`config.mk`:
```
export PLATFORM = sky130hd
export DESIGN_NAME = alu_btn_ctrl
export DESIGN_NICKNAME = d
export VERILOG_FILES = /design/src/rtl/alu_pkg.sv /design/src/rtl/btn_conditioner.sv /design/src/rtl/alu_btn_ctrl.sv
export SDC_FILE = /design/constraint.sdc
export NUM_CORES = 1
export LEC_CHECK = 0
export BUFFER_PORTS_ARGS = -buffer_cell sky130_fd_sc_hd__buf_4
export CAP_MARGIN = 20
export CORE_ASPECT_RATIO = 2
export CORE_UTILIZATION = 45
export DETAILED_ROUTE_END_ITERATION = 10
export PLACE_DENSITY_LB_ADDON = 0.05
export SLEW_MARGIN = 40
export SYNTH_ARGS = -nofsm -noshare
export SYNTH_HDL_FRONTEND = slang
export SYNTH_SLANG_ARGS = --single-unit
```
`constraint.sdc`:
```
create_clock -name clk -period 3.6 [get_ports clk]
set_input_delay 0.54 -clock clk [delete_from_list [all_inputs] [get_ports clk]]
set_output_delay 0.54 -clock clk [all_outputs]
set_load 0.005 [all_outputs]
```
`src/rtl/alu_pkg.sv`:
```
// alu_pkg: shared constants for the board-level ALU front-end.
//   - default operand/opcode widths
//   - button and flag bit indices
//   - opcode encodings
package alu_pkg;

  localparam int NB_DATA_DEF = 8;
  localparam int NB_OP_DEF   = 6;

  // Button roles on i_btn
  localparam int NB_BTN = 3;
  localparam int BTN_A  = 0;
  localparam int BTN_B  = 1;
  localparam int BTN_OP = 2;

  // Flag register bit positions
  localparam int NB_FLAGS   = 3;
  localparam int FLAG_ZERO  = 0;
  localparam int FLAG_CARRY = 1;
  localparam int FLAG_OVF   = 2;

  // Opcodes
  localparam logic [NB_OP_DEF-1:0] OP_ADD = 6'b100000;
  localparam logic [NB_OP_DEF-1:0] OP_SUB = 6'b100010;
  localparam logic [NB_OP_DEF-1:0] OP_AND = 6'b100100;
  localparam logic [NB_OP_DEF-1:0] OP_OR  = 6'b100101;
  localparam logic [NB_OP_DEF-1:0] OP_XOR = 6'b100110;
  localparam logic [NB_OP_DEF-1:0] OP_NOR = 6'b100111;
  localparam logic [NB_OP_DEF-1:0] OP_SRA = 6'b000011;
  localparam logic [NB_OP_DEF-1:0] OP_SRL = 6'b000010;

endpackage

```
`src/rtl/btn_conditioner.sv`:
```
// btn_conditioner: conditions one raw push-button.
//   2-FF synchroniser -> debouncer -> registered rising-edge pulse.
// Ports:
//   clk      system clock
//   i_rst_n  asynchronous active-low reset
//   i_btn    raw, asynchronous, bouncy button level
//   o_press  one-cycle pulse per accepted press (release produces nothing)
module btn_conditioner #(
  parameter int DB_CYCLES = 1000000,
  parameter int NB_DB_CNT = $clog2(DB_CYCLES)
) (
  input  logic clk,
  input  logic i_rst_n,
  input  logic i_btn,
  output logic o_press
);

  localparam logic [NB_DB_CNT-1:0] CNT_LAST = NB_DB_CNT'(DB_CYCLES - 1);

  logic                 sync1_q, sync2_q;
  logic                 level_q, level_d;
  logic                 level_dly_q;
  logic                 press_q, press_d;
  logic [NB_DB_CNT-1:0] cnt_q, cnt_d;

  // Counter only runs while the synchronised level disagrees with the
  // accepted level; any agreement restarts it, so short bounces never win.
  always_comb begin
    level_d = level_q;
    cnt_d   = '0;
    if (sync2_q != level_q) begin
      if (cnt_q == CNT_LAST) begin
        level_d = sync2_q;
      end else begin
        cnt_d = cnt_q + 1'b1;
      end
    end
    press_d = level_q & ~level_dly_q;
  end

  always_ff @(posedge clk or negedge i_rst_n) begin
    if (!i_rst_n) begin
      sync1_q     <= 1'b0;
      sync2_q     <= 1'b0;
      level_q     <= 1'b0;
      level_dly_q <= 1'b0;
      cnt_q       <= '0;
      press_q     <= 1'b0;
    end else begin
      sync1_q     <= i_btn;
      sync2_q     <= sync1_q;
      level_q     <= level_d;
      level_dly_q <= level_q;
      cnt_q       <= cnt_d;
      press_q     <= press_d;
    end
  end

  assign o_press = press_q;

endmodule

```
`src/rtl/alu_btn_ctrl.sv`:
```
// alu_btn_ctrl: button/switch front-end plus registered ALU.
//   Each button is conditioned; a press latches the shared switches into
//   A (btn0), B (btn1) or OP (btn2). Any latch recomputes the result and
//   flags on the following edge, with a one-cycle o_valid strobe.
// Ports:
//   clk        system clock
//   i_rst_n    asynchronous active-low reset
//   i_btn      raw buttons [0]=load A, [1]=load B, [2]=load op
//   i_sw_op    opcode switches
//   i_sw_data  data switches, shared by A and B
//   o_result   registered result
//   o_zero     result == 0
//   o_carry    ADD carry / SUB borrow
//   o_ovf      ADD/SUB signed overflow
//   o_valid    one-cycle pulse when result/flags update
module alu_btn_ctrl
  import alu_pkg::*;
#(
  parameter int NB_DATA   = NB_DATA_DEF,
  parameter int NB_OP     = NB_OP_DEF,
  parameter int DB_CYCLES = 1000000,
  parameter int NB_DB_CNT = $clog2(DB_CYCLES)
) (
  input  logic               clk,
  input  logic               i_rst_n,
  input  logic [NB_BTN-1:0]  i_btn,
  input  logic [NB_OP-1:0]   i_sw_op,
  input  logic [NB_DATA-1:0] i_sw_data,
  output logic [NB_DATA-1:0] o_result,
  output logic               o_zero,
  output logic               o_carry,
  output logic               o_ovf,
  output logic               o_valid
);

  localparam logic [NB_DATA-1:0] SH_LIMIT = NB_DATA'(NB_DATA);

  logic [NB_BTN-1:0]   press;
  logic [NB_DATA-1:0]  a_q, b_q;
  logic [NB_OP-1:0]    op_q;
  logic                upd_q;
  logic                valid_q;
  logic [NB_DATA-1:0]  res_q, res_d;
  logic [NB_FLAGS-1:0] flags_q, flags_d;
  logic [NB_DATA:0]    sum, diff;

  for (genvar g = 0; g < NB_BTN; g++) begin : g_btn
    btn_conditioner #(
      .DB_CYCLES (DB_CYCLES),
      .NB_DB_CNT (NB_DB_CNT)
    ) u_btn (
      .clk     (clk),
      .i_rst_n (i_rst_n),
      .i_btn   (i_btn[g]),
      .o_press (press[g])
    );
  end

  always_comb begin
    res_d   = '0;
    flags_d = '0;
    sum     = {1'b0, a_q} + {1'b0, b_q};
    diff    = {1'b0, a_q} - {1'b0, b_q};
    case (op_q)
      OP_ADD: begin
        res_d               = sum[NB_DATA-1:0];
        flags_d[FLAG_CARRY] = sum[NB_DATA];
        flags_d[FLAG_OVF]   = (a_q[NB_DATA-1] == b_q[NB_DATA-1]) &&
                              (sum[NB_DATA-1] != a_q[NB_DATA-1]);
      end
      OP_SUB: begin
        // Top bit of the widened difference is the unsigned borrow (A < B).
        res_d               = diff[NB_DATA-1:0];
        flags_d[FLAG_CARRY] = diff[NB_DATA];
        flags_d[FLAG_OVF]   = (a_q[NB_DATA-1] != b_q[NB_DATA-1]) &&
                              (diff[NB_DATA-1] != a_q[NB_DATA-1]);
      end
      OP_AND: res_d = a_q & b_q;
      OP_OR:  res_d = a_q | b_q;
      OP_XOR: res_d = a_q ^ b_q;
      OP_NOR: res_d = ~(a_q | b_q);
      OP_SRA: begin
        if (b_q >= SH_LIMIT) begin
          res_d = {NB_DATA{a_q[NB_DATA-1]}};
        end else begin
          res_d = $signed(a_q) >>> b_q;
        end
      end
      OP_SRL: begin
        if (b_q >= SH_LIMIT) begin
          res_d = '0;
        end else begin
          res_d = a_q >> b_q;
        end
      end
      default: res_d = '0;
    endcase
    flags_d[FLAG_ZERO] = (res_d == '0);
  end

  always_ff @(posedge clk or negedge i_rst_n) begin
    if (!i_rst_n) begin
      a_q     <= '0;
      b_q     <= '0;
      op_q    <= '0;
      upd_q   <= 1'b0;
      valid_q <= 1'b0;
      res_q   <= '0;
      flags_q <= '0;
    end else begin
      if (press[BTN_A])  a_q  <= i_sw_data;
      if (press[BTN_B])  b_q  <= i_sw_data;
      if (press[BTN_OP]) op_q <= i_sw_op;
      upd_q   <= |press;
      valid_q <= upd_q;
      if (upd_q) begin
        res_q   <= res_d;
        flags_q <= flags_d;
      end
    end
  end

  assign o_result = res_q;
  assign o_zero   = flags_q[FLAG_ZERO];
  assign o_carry  = flags_q[FLAG_CARRY];
  assign o_ovf    = flags_q[FLAG_OVF];
  assign o_valid  = valid_q;

endmodule

```
==> results.cfg <==
[power_and_ir_drop]
powerDensity_mw_per_mm2 = 333.7
p_leak_uw = 0.003124
ir_worst_vdd_uv = 321.8

[hold_path]
worstHoldPathType = in -> async

[synth]
ys_seq_area_share_pct = 44.17
synth_area_per_cell_um2 = 9.515
synthArstFlopShare_pct = 100.0
netlist_instances = 655
ys_types = 65
synth-edff-count = 0
ys_warn_count = 0
ys.flop_type = dfrtp_1
syn_area_mm2 = 0.006232
ys_seq_elements = 110
syn_nets = 704

[setup_path]
critPathLaunchType = flop
worstPathRequired_ns = 3.89
critPathKind = reg -> reg
arrival_ns = 3.35
r2r-start = b_q[3]
cp_max_fo = 9
crit_start = b_q[3]
end_kind = flop

[clock_tree]
cts-root-buf = clkbuf_16
hold_buffers = 0
cts_resized = 0
cts_buffers = 9
clock_latency_ns = 0.35
postCtsSetupRepairBufs = 0
htreeDepth = 3
path_clk_slew_ns = 0.08
cts.sinks = 110
cts_tree = built
cts_max_path_buffers = 2

[global_route]
grt_overflow = 0
grt_pass1_wl_mm = 24.56
antenna_found_initial = 0
grt_max_degree = 111
grt_pass1_vias = 4868
grt_usage_pct = 22.31

[place]
dpl.hpwl_mm = 11.55
place_area_mm2 = 0.006605
port_buffers = 30
place_congestion = 0.9080

[sta]
setup_viol = 0
period_needed_ns = 3.063
fin_crit_sh_pct = 85.09
worst_clock_skew_ns = 0.009716
max_freq_mhz = 326.5
worst_slew_pin_slew_ns = 0.7115
slew_viol_final = 0
rsz0062_at_grt = no
finalHoldViolCount = 0
slew_headroom_pct = 51.34
fin_setup_tns_ns = 0

[floorplan]
io-pin-count = 31
row_count = 60
fp.dieH_um = 168.4
dieArea_mm2 = 0.01435
die_w_um = 85.22
fp.coreArea_mm2 = 0.01351
start_util_pct = 46.12

[layout]
final_util_pct = 51.00
drive_above_1_share_pct = 10.44
area_growth_pct = 10.58
finalInstanceArea_mm2 = 0.006892
nets = 724
num_antenna_cells = 0

[routing]
drt_iter0_drc = 195
wl_per_cell_um = 18.21
first_pass_iters = 4
ant_nets = 0
wirelength_mm = 15.20
viasPerCell = 5.737
post-route-drc-count = 0
vias = 4790

[job]
cap_violations = 0

[outcome]
outcome = finished clean
==> worst max-delay path, stage by stage (launching register included) <==
cell      delay [ns]
dfrtp_1         0.51
inv_1           0.14
ha_1            0.42
a21oi_1         0.28
o22ai_1         0.19
o41ai_1         0.57
xor2_1          0.20
nor3_1          0.06
a311oi_1        0.42
a32o_1          0.22
==> through the flow <==
stage | hold WS [ns] | cells | setup slack [ns] | total power, uW
2_1_floorplan | 0.2444 | 655 | 0.8259 | 1303
3_3_place_gp | 0.3323 | 819 | 0.6050 | 1352
3_5_place_dp | 0.3394 | 819 | 0.5342 | 1355
4_1_cts | 0.2922 | 835 | 0.5222 | 2335
5_1_grt | 0.2774 | 835 | 0.3610 | 2391
6_report | 0.2210 | 835 | 0.5369 | 2300
==> Yosys cell counts (all sizes together) (7+ instances only) <==
| cell | instances | area share, % |
|---|---|---|
| dfrtp | 110 | 44 |
| inv | 28 | 1.7 |
| xnor2 | 27 | 3.8 |
| mux2 | 11 | 2.0 |
| and3 | 13 | 1.3 |
| xor2 | 45 | 6.3 |
| clkbuf | 22 | 1.3 |
| nand4 | 7 | 0.70 |
| o21ai | 27 | 2.2 |
| ha | 28 | 5.6 |
| or3 | 9 | 0.90 |
| a211oi | 9 | 1.1 |
| mux2i | 13 | 2.1 |
| nor3 | 16 | 1.4 |
| nand2 | 46 | 2.8 |
| a21oi | 21 | 1.7 |
| nand3 | 33 | 2.7 |
| nor2 | 97 | 5.9 |
| nor2b | 9 | 0.90 |
==> path summary, 6_finish.rpt <==
kind	to	slack, ns	cells past startpoint
setup reg to reg	flags_q[0]	0.54	9
min in group clk	g_btn[1].u_btn.sync1_q	0.30	1
hold reg to reg	g_btn[2].u_btn.sync2_q	0.35	0
max in group asynchronous	b_q[2]	2.86	2
hold / removal	o_result[0]	0.22	2
setup / recovery	flags_q[0]	0.54	9
==> state kept, by name, summed over array words and instances (netlist names) <==
register and count:
op_q 6, g_btn.u_btn.level_q 3, flags_q 3, g_btn.u_btn.cnt_q 60, o_valid 1, b_q 8, g_btn.u_btn.sync1_q 3, g_btn.u_btn.o_press 3
g_btn.u_btn.level_dly_q 3, g_btn.u_btn.sync2_q 3, upd_q 1, o_result 8, a_q 8
==> routing by layer <==
| layer | wire [um] | up-vias | global-route usage [%] | part of all wire [%] |
|---|---|---|---|---|
| li1 | - | 2300 | - | - |
| met1 | 5494 | 2347 | 23.10 | 36 |
| met2 | 8448 | 96 | 42.01 | 56 |
| met3 | 377 | 47 | 2.598 | 2.5 |
| met4 | 882 | 0 | 13.26 | 5.8 |
| met5 | 0 | - | 0 | 0 |
==> layout make-up <==
| class | instances | area [um^2] |
|---|---|---|
| fill | 1289 | 6621 |
| multi-input combinational | 489 | 3263 |
| sequential | 110 | 2754 |
| timing repair buffer | 37 | 290.3 |
| clock buffer | 13 | 260.3 |
| tap | 155 | 193.9 |
| inverter | 28 | 105.1 |
| clock inverter | 3 | 25.02 |
==> cells in the final DEF, fill, tap and decap left out, drive strengths merged, types with 3 or more instances in the layout <==
cell	n
mux2	11
nand3b	3
a211oi	9
nor3	16
clkbuf	13
and4	3
nor4b	4
xor2	45
or3	9
xnor2	27
ha	28
o21a	3
a21oi	21
mux2i	13
nor2b	9
and2	3
nand3	33
mux4	3
inv	30
nand2	46
o22ai	3
nand4	7
buf	37
o211ai	3
and3	13
o31ai	3
a31oi	3
nor2	97
dfrtp	110
nor4	6
nand2b	5
o21ai	27
==> report_power, final <==
part | switching [uW] | internal [uW]
combinational | 46.7 | 24.8
sequential | 9.48 | 1250
clock | 458 | 514
==> cells by family after synthesis <==
logic type,after synthesis,synth area share [%]
xor gates and xnor gates,72,10.12
DFF,110,44.17
buffers and inverters,56,3.473
AOI/OAI and AO/OA,96,10.12
muxes,27,5.159
adders and majority gates,30,6.264
and+or+nand+nor,264,20.70
Note: power is estimated with default switching activity, not from simulation.
